`config.mk`:
```
export PLATFORM = sky130hd
export DESIGN_NAME = hit_event_queue
export DESIGN_NICKNAME = d
export VERILOG_FILES = /design/src/rtl/hit_pkg.sv /design/src/rtl/hit_fifo.sv /design/src/rtl/hit_event_queue.sv
export SDC_FILE = /design/constraint.sdc
export NUM_CORES = 1
export LEC_CHECK = 0
export ABC_AREA = 0
export CORE_UTILIZATION = 45
export DETAILED_ROUTE_END_ITERATION = 10
export GPL_TIMING_DRIVEN = 0
export PLACE_DENSITY = 0.65
export SLEW_MARGIN = 15
export SYNTH_ARGS = -nofsm -noshare
export SYNTH_HDL_FRONTEND = slang
export SYNTH_SLANG_ARGS = --single-unit
```
`constraint.sdc`:
```
create_clock -name clk -period 16.2 [get_ports clk]
set_input_delay 3.24 -clock clk [delete_from_list [all_inputs] [get_ports clk]]
set_output_delay 3.24 -clock clk [all_outputs]
set_load 0.03 [all_outputs]
```
`src/rtl/hit_pkg.sv`:
```
// Shared types for the hit event queue: detector bin classes, the queued
// event record and the onset/holdoff state encoding.
package hit_pkg;

    // Default timestamp width; the top-level TS_WIDTH parameter mirrors it.
    localparam int TS_WIDTH = 24;

    typedef enum logic [2:0] {
        SILENCE = 3'd0,
        BIN1    = 3'd1,
        BIN2    = 3'd2,
        BIN3    = 3'd3,
        BIN4    = 3'd4
    } bin_t;

    typedef struct packed {
        bin_t                bin;
        logic [TS_WIDTH-1:0] ts;
    } hit_event_t;

    typedef enum logic {
        LISTEN = 1'b0,
        HOLD   = 1'b1
    } state_t;

    // Detector classes 5-7 carry no note and are folded into silence.
    function automatic bin_t map_class(input logic [2:0] cls);
        bin_t res;
        case (cls)
            3'd1:    res = BIN1;
            3'd2:    res = BIN2;
            3'd3:    res = BIN3;
            3'd4:    res = BIN4;
            default: res = SILENCE;
        endcase
        return res;
    endfunction

endpackage

```
`src/rtl/hit_fifo.sv`:
```
// Generic synchronous show-ahead FIFO. Pointers carry one extra MSB so that
// count = wr_ptr - rd_ptr distinguishes full from empty. A write into a full
// FIFO is accepted only when a pop happens in the same cycle.
module hit_fifo #(
    parameter  int DEPTH = 16,
    parameter  int WIDTH = 27,
    localparam int AW    = $clog2(DEPTH)
) (
    input  logic             clk,
    input  logic             reset,
    input  logic             wr_en,
    input  logic [WIDTH-1:0] wr_data,
    input  logic             rd_en,
    output logic [WIDTH-1:0] rd_data,
    output logic             empty,
    output logic             full,
    output logic [AW:0]      count
);

    logic [WIDTH-1:0] mem_q [DEPTH];
    logic [AW:0]      wr_ptr_q;
    logic [AW:0]      rd_ptr_q;
    logic             rd_ok;
    logic             wr_ok;

    assign count   = wr_ptr_q - rd_ptr_q;
    assign empty   = (count == '0);
    assign full    = (count == (AW+1)'(DEPTH));
    assign rd_ok   = rd_en & ~empty;
    assign wr_ok   = wr_en & (~full | rd_ok);
    assign rd_data = mem_q[rd_ptr_q[AW-1:0]];

    // Pointer update: advance on accepted writes and pops.
    // NOTE: sequential state uses non-blocking (<=) so every flop samples pre-edge values.
    always_ff @(posedge clk or posedge reset) begin
        if (reset) begin
            wr_ptr_q <= '0;
            rd_ptr_q <= '0;
        end else begin
            if (wr_ok) wr_ptr_q <= wr_ptr_q + (AW+1)'(1);
            if (rd_ok) rd_ptr_q <= rd_ptr_q + (AW+1)'(1);
        end
    end

    // Storage: write the tail slot on an accepted write.
    // NOTE: the array is reset because the show-ahead head must read 0 straight out of reset.
    always_ff @(posedge clk or posedge reset) begin
        if (reset) begin
            for (int i = 0; i < DEPTH; i++) mem_q[i] <= '0;
        end else if (wr_ok) begin
            mem_q[wr_ptr_q[AW-1:0]] <= wr_data;
        end
    end

endmodule

```
`src/rtl/hit_event_queue.sv`:
```
// Onset detector with refractory holdoff that timestamps note onsets from the
// tone detector and queues {bin, timestamp} events for software to drain.
// Optional interrupt output enabled by defining HIT_EVENT_IRQ_EN.
module hit_event_queue
    import hit_pkg::*;
#(
    parameter  int DEPTH      = 16,
    parameter  int TS_WIDTH   = hit_pkg::TS_WIDTH,
    parameter  int HOLDOFF    = 32,
    parameter  int HOLD_WIDTH = 6,
    localparam int CW         = $clog2(DEPTH) + 1
) (
    input  logic                  clk,
    input  logic                  reset,
    input  logic                  flag,
    input  logic [2:0]            overall_result,
    input  logic                  rd_en,
    input  logic                  clear_overflow,
`ifdef HIT_EVENT_IRQ_EN
    input  logic                  irq_mask,
    input  logic                  irq_clear,
    output logic                  irq,
`endif
    output logic [3+TS_WIDTH-1:0] rd_data,
    output logic                  empty,
    output logic [CW-1:0]         count,
    output logic                  overflow,
    output logic                  holdoff_active
);

    typedef struct packed {
        bin_t                bin;
        logic [TS_WIDTH-1:0] ts;
    } event_t;

    state_t                state_q, state_d;
    logic [HOLD_WIDTH-1:0] hold_q, hold_d;
    logic [TS_WIDTH-1:0]   ts_q;
    bin_t                  prev_q;
    logic                  overflow_q;
    bin_t                  cur_bin;
    logic                  onset;
    logic                  push;
    logic                  full;
    logic                  drop;
    event_t                wr_ev;

    assign cur_bin  = map_class(overall_result);
    assign onset    = flag & (cur_bin != SILENCE) & (cur_bin != prev_q);
    // A full FIFO still takes the event when the head is popped in the same cycle.
    assign drop     = push & full & ~rd_en;
    assign wr_ev    = '{bin: cur_bin, ts: ts_q};
    assign overflow = overflow_q;

    // Timestamp and previous-bin tracking, advanced once per detector frame.
    always_ff @(posedge clk or posedge reset) begin
        if (reset) begin
            ts_q   <= '0;
            prev_q <= SILENCE;
        end else if (flag) begin
            ts_q   <= ts_q + TS_WIDTH'(1);
            prev_q <= cur_bin;
        end
    end

    // Holdoff FSM state register.
    always_ff @(posedge clk or posedge reset) begin
        if (reset) begin
            state_q <= LISTEN;
            hold_q  <= '0;
        end else begin
            state_q <= state_d;
            hold_q  <= hold_d;
        end
    end

    // Holdoff FSM next state: accept an onset in LISTEN, then ignore HOLDOFF frames.
    // NOTE: every output gets a default first so no path leaves a latch behind.
    always_comb begin
        state_d        = state_q;
        hold_d         = hold_q;
        push           = 1'b0;
        holdoff_active = 1'b0;
        case (state_q)
            LISTEN: begin
                if (onset) begin
                    push    = 1'b1;
                    hold_d  = HOLD_WIDTH'(HOLDOFF - 1);
                    state_d = HOLD;
                end
            end
            HOLD: begin
                holdoff_active = 1'b1;
                if (flag) begin
                    if (hold_q == '0) state_d = LISTEN;
                    else              hold_d  = hold_q - HOLD_WIDTH'(1);
                end
            end
            default: state_d = LISTEN;
        endcase
    end

    // Overflow sticky: a lost event outranks a software clear.
    always_ff @(posedge clk or posedge reset) begin
        if (reset)               overflow_q <= 1'b0;
        else if (drop)           overflow_q <= 1'b1;
        else if (clear_overflow) overflow_q <= 1'b0;
    end

`ifdef HIT_EVENT_IRQ_EN
    logic pend_q;
    logic irq_q;

    // Interrupt pending sticky and masked, registered interrupt output.
    always_ff @(posedge clk or posedge reset) begin
        if (reset) begin
            pend_q <= 1'b0;
            irq_q  <= 1'b0;
        end else begin
            if (push & ~drop)   pend_q <= 1'b1;
            else if (irq_clear) pend_q <= 1'b0;
            irq_q <= pend_q & ~irq_mask;
        end
    end

    assign irq = irq_q;
`endif

    hit_fifo #(
        .DEPTH (DEPTH),
        .WIDTH (3 + TS_WIDTH)
    ) u_fifo (
        .clk     (clk),
        .reset   (reset),
        .wr_en   (push),
        .wr_data (wr_ev),
        .rd_en   (rd_en),
        .rd_data (rd_data),
        .empty   (empty),
        .full    (full),
        .count   (count)
    );

endmodule

```
; Word-level counts from Yosys, hierarchy flattened
; Cells that the tools add are included.
[totals]
register_bits = 477
inputBits = 8
out_inout_bits = 35
elab_cells = 78
[classes]
add_sub_neg = 5
order_cmp = 3
n_eq_ne = 9
mux = 19
bitwise = 13
n_reduce_logical = 6
[ops]
columns = operator, n
row1 = $bwmux W432, 1
row2 = $bmux W27 S4, 1
row3 = $demux W27 S4, 1
row4 = $mux W27, 3
row5 = $add A24 B1 Y24 const B, 1
row6 = $mux W6, 3
row7 = $pmux W3 S4, 1
row8 = $pmux W6 S2, 1
row9 = $add A5 B1 Y5 const B, 2
row10 = $ge A5 B5 Y1 const B, 2
row11 = $not A4 Y5, 2
row12 = $mux W1, 7
row13 = $and A1 B1 Y1, 6
row14 = $eq A3 B2 Y1 const B, 2
row15 = $logic_not A6 Y1, 1
row16 = $ne A2 B2 Y1 const B, 3
row17 = $sub A6 B1 Y6 const B, 1
row18 = $eq A5 B5 Y1 const B, 1
row19 = $logic_not A5 Y1, 1
row20 = $lt A5 B1 Y1 const B, 1
row21 = $sub A5 B5 Y5, 1
row22 = $not A1 Y1, 4
row23 = $eq A3 B1 Y1 const B, 1
row24 = $eq A3 B3 Y1 const B, 1
row25 = 7 further kinds, 7

; Longest topological paths before layout
[depth]
word_depth = 10
mapped_depth = 13
ltp_nobuf = 10

; By module
; From an unflattened synthesis, not the netlist that was laid out.
[unflattened]
hier_cells = 1575
area_unflattened_um2 = 22599.2
[by_module_without_submodules]
columns = mod, n_inst, cells_per_inst, area_per_inst_um2, seq_area_each_um2
row1 = hit_fifo, 1, 1425, 20926.3, 11060.6
row2 = hit_event_queue, 1, 150, 1672.9, 875.8

; Least setup slack after synthesis
; No wires, ideal clock.
[synth_timing]
path_type = flip-flop to output port
start = register u_fifo.rd_ptr_q[2]
end = output empty
arrival_time_ns = 3.044
required_ns = 12.960
setup_slack_ns = 9.916
path_stages_with_launch = 9
cell_sequence = dfrtp_1 clkbuf_1 buf_1 inv_1 clkbuf_1 ha_1 xor2_1 or3_4 nor3_1
[synth_between]
elab_chain_len = 2
[synth_rtl]
columns = element, line_no
row1 = start: declaration, hit_fifo.sv:22  ; logic [AW:0] rd_ptr_q;
row2 = start signal: assignment, hit_fifo.sv:41  ; if (rd_ok) rd_ptr_q <= rd_ptr_q + (AW+1)'(1);
row3 = $sub A5 B5 Y5, hit_fifo.sv:26  ; assign count = wr_ptr_q - rd_ptr_q;
row4 = named net count[2], hit_event_queue.sv:26  ; output logic [CW-1:0] count,
row5 = $logic_not A5 Y1, hit_fifo.sv:27  ; assign empty = (count == '0);
row6 = end: declaration, hit_event_queue.sv:25  ; output logic empty,
; The timed path passes the listed nets, and every way through them passes these cells.

; Worst setup path in the final report
[layout_timing]
start = register u_fifo.rd_ptr_q[2]
end = output empty
[layout_between]
elab_chain_len = 2
[layout_rtl]
columns = element, line_no
row1 = $sub A5 B5 Y5, hit_fifo.sv:26
row2 = $logic_not A5 Y1, hit_fifo.sv:27
; Every way passes these cells.

==> Implementation_results.wiki <==
{| class="wikitable"
! Metric !! Value
|-
| Vias in the first global route || around 14000
|-
| Crit path max fanout || 10
|-
| Worst-case reg-to-reg path depth || 13
|-
| Worst Hold Path Cells || 1
|-
| Reg-to-reg critical path startpoint || u_fifo.rd_ptr_q[2]
|-
| Leading post-synthesis cells by cell area || sky130_fd_sc_hd__dfrtp_1 51%, sky130_fd_sc_hd__mux2_4 18%, sky130_fd_sc_hd__mux4_2 10%
|-
| CORE AREA || just over 50000 sq um
|-
| DR vias/cell || 5.578
|-
| Crit path cell chain || clkbuf_1 -> buf_1 -> inv_1 -> clkbuf_1 -> ha_1 -> xor2_1 -> or3_4 -> nor3_1 -> clkdlybuf4s50_1
|-
| Count of instances resized after the clock tree is built || 0
|-
| Fmax || 123.6 MHz
|-
| Crit path capture type || output port
|-
| Most frequent cell on the critical path || sky130_fd_sc_hd__clkbuf_1
|-
| Transition time at the pin with the least slew margin || 1.257 ns
|-
| Critical path's largest stage delay || 0.74 ns
|-
| Number of cell rows || 83
|-
| Overall routed net length || between 50 and 60 mm
|-
| Total non-filler cell area in the finished layout || 27050 sq um
|-
| Leading area contributor after synthesis || sky130_fd_sc_hd__dfrtp_1
|-
| Net total in the final layout || 1641
|-
| Crit path launch type || register
|-
| Signal arrival time at the worst endpoint || 4.85 ns
|-
| Area share of the largest cell type after synthesis || around 51%
|-
| First-pass iteration count of the detailed router || 5
|-
| Synth Area per Inst || approximately 16 sq um
|-
| Area grow syn2layout || 14.61%
|-
| Cell with the largest stage delay on the worst path || sky130_fd_sc_hd__clkdlybuf4s50_1
|-
| CTS H-tree lvls || 2
|-
| Number of clock buffers inserted by TritonCTS || 53
|-
| Final worst slack || ~8.1 ns
|-
| Leading cell type by number of instances after synthesis || sky130_fd_sc_hd__dfrtp_1
|-
| Critical path data required time || around 13 ns
|-
| Worst-case headroom to the max-slew limit || 16.20%
|-
| Total standard cell area after synthesis || 23600 sq um
|-
| CP Buf/Inv Count || 5
|-
| Detailed Place HPWL || 37.67 mm
|-
| Final setup violation count || 0
|-
| Max VDD drop || 88.01 uV
|-
| Starting DRT DRC Count || 894
|-
| Crit path kind || register to output port
|-
| Antenna diode instance count || 0
|-
| Y dimension of the die || 231 um
|-
| Initial antenna violation count || 0
|-
| Overflow left after global routing || 0
|-
| Wirelength per Cell || 24.30 um
|-
| Final-layout setup total negative slack || 0 ns
|-
| Clock root buffer || sky130_fd_sc_hd__clkbuf_16
|-
| RePlAce Congestion || 0.8001
|-
| Async SR Flop Fraction || 100.0%
|-
| Final max-slew violation count || 0
|-
| Leak pwr || 13.31 nW
|-
| WHS || 0.4854 ns
|-
| Top-level port count || 43
|-
| Cell Area, Placed || 25200 sq um
|-
| Worst setup slack before clock tree synthesis || 8.672 ns
|-
| Top cells by instance count after synthesis || 477 x sky130_fd_sc_hd__dfrtp_1, 279 x sky130_fd_sc_hd__mux2_4, 123 x sky130_fd_sc_hd__nand2_1
|-
| Total number of vias || 13080
|-
| Die area || approximately 53000 sq um
|-
| Number of flops mapped to enable cells by yosys || 0
|-
| Register-to-register setup slack || roughly 11 ns
|-
| Run status || complete, no violations
|-
| Most frequently used flop master after synthesis || sky130_fd_sc_hd__dfrtp_1
|-
| Count of buffers added by post-CTS timing repair for setup || 0
|-
| Clock-pin slew of the registers on the worst-case setup and hold paths || 0.06 ns
|-
| R2r endpoint || u_fifo.mem_q[111]
|-
| Largest delay share family, worst path || buffers and inverters
|-
| Total clock sinks || between 400 and 500
|-
| Final period demand of the worst path || between 8 and 9 ns
|-
| Maximum clock path buffer count || 3
|-
| Total of warnings raised by yosys || 0
|-
| Remaining antenna violation count after routing || 0
|-
| Share of the clock period used by the worst path || 49.95%
|-
| Startpoint of the worst hold path || u_fifo.mem_q[299]
|-
| Sequential fraction of the synthesis area || 50.58%
|-
| Worst hold endpoint || u_fifo.mem_q[299]
|-
| Largest net degree at the start of global routing || 38
|-
| Post-route DRC violation count || 0
|-
| Chip width || 231 um
|-
| Syn_nets || 1528
|-
| Clock Skew || approximately 0.022 ns
|-
| CTS tree || yes
|-
| Hold violation count in the final report || 0
|-
| Initial Util || 45.72%
|-
| Synthesized flop and latch total || ~480
|-
| First-pass GRT wire length || roughly 90 mm
|-
| Total power density per cell area || ~130 nW/um^2
|-
| Setup repair after global routing missed its margin || no
|-
| Count of maximum capacitance violations || 0
|-
| Fraction of final layout cells with drive strength greater than 1 || roughly two fifths
|-
| Source-to-sink clock delay at the later pin of the worst-skew pair || 0.62 ns
|-
| Hold Path Class || register to register
|-
| Netlist cell types || 49
|-
| Post-synthesis instance total || 1508
|-
| Post-CTS Hold Fix Bufs || 0
|-
| GR Util All Layers || between 20% and 30%
|-
| # port buffers || 42
|}
==> worst max-delay path by stage <==
stage / startpoint / to / slack (ns) / cells past startpoint
floorplan: reset / hold_q[0] / 6.50 / 1
global placement: reset / u_fifo.mem_q[156] / 3.52 / 2
detailed placement: u_fifo.rd_ptr_q[2] / empty / 8.67 / 9
CTS: u_fifo.rd_ptr_q[2] / empty / 8.01 / 9
global route: u_fifo.rd_ptr_q[2] / empty / 7.91 / 9
finish: u_fifo.rd_ptr_q[2] / empty / 8.11 / 9
==> registers in the layout, summed over array words and instances (netlist names) <==
register         flops
ts_q                24
overflow             1
hold_q               6
u_fifo.rd_ptr_q      5
prev_q               3
u_fifo.wr_ptr_q      5
u_fifo.mem_q       432
state_q              1
==> stage by stage <==
| step | cells | total power [mW] | utilization (%) |
|---|---|---|---|
| 2_1_floorplan | 1508 | 1.876 | - |
| 3_3_place_gp | 2230 | 2.244 | 48.19 |
| 3_5_place_dp | 2246 | 2.264 | 48.82 |
| 4_1_cts | 2345 | 3.545 | 52.40 |
| 5_1_grt | 2345 | 3.645 | 52.40 |
| 6_report | 2345 | 3.508 | 52.40 |
==> power breakdown <==
group	leakage (nW)	switching [mW]	internal, mW
registers	6.61	0.0313	1.23
clock network	0.919	0.512	0.766
logic	5.78	0.642	0.332
total	13.3	1.18	2.32
==> area by class of cell <==
class / count / area (sq um)
well taps: 680 / 850.8
inverters: 17 / 67.56
clock buffers: 72 / 1509
clock inverters: 27 / 341.6
repair buffers: 58 / 735.7
flip-flops and latches: 477 / 11940
multi-input cells: 877 / 10570
fillers: 4142 / 24570
plain buffers: 137 / 1039
==> kinds of logic (layout without fill, tap and decap cells) <==
group,after synthesis,in the layout,share of synthesized area (%)
AND/OR/NAND/NOR,234,234,5.731
adder cells (fa/ha/maj),12,12,0.6680
multiplexers,546,546,35.64
flip-flops,477,477,50.58
XOR/XNOR,38,38,1.442
buffers and inverters,154,311,4.671
AO/OA/AOI/OAI,47,47,1.262
==> routing by layer <==
layer | routed length, um | global-route usage, %
met5 | 0 | 0
met4 | 1425 | 7.078
met3 | 2252 | 3.211
met2 | 27730 | 36.36
met1 | 25580 | 30.81
==> layout by cell type, fill, tap and decap left out, drive strengths merged, types with 2 or more instances in the layout <==
cell type,count
clkinvlp,3
nor3,7
o21ai,3
a31oi,30
xor2,8
o31a,2
bufinv,7
clkinv,18
nor2b,8
nand2,123
nand4,20
clkdlybuf4s50,42
dfrtp,477
clkbuf,146
nor2,15
xnor2,30
mux2,438
inv,16
a21oi,7
and3,33
and2,4
buf,79
ha,11
mux4,108
nand3,15
or3,2
Note: power is estimated with default switching activity, not from simulation.
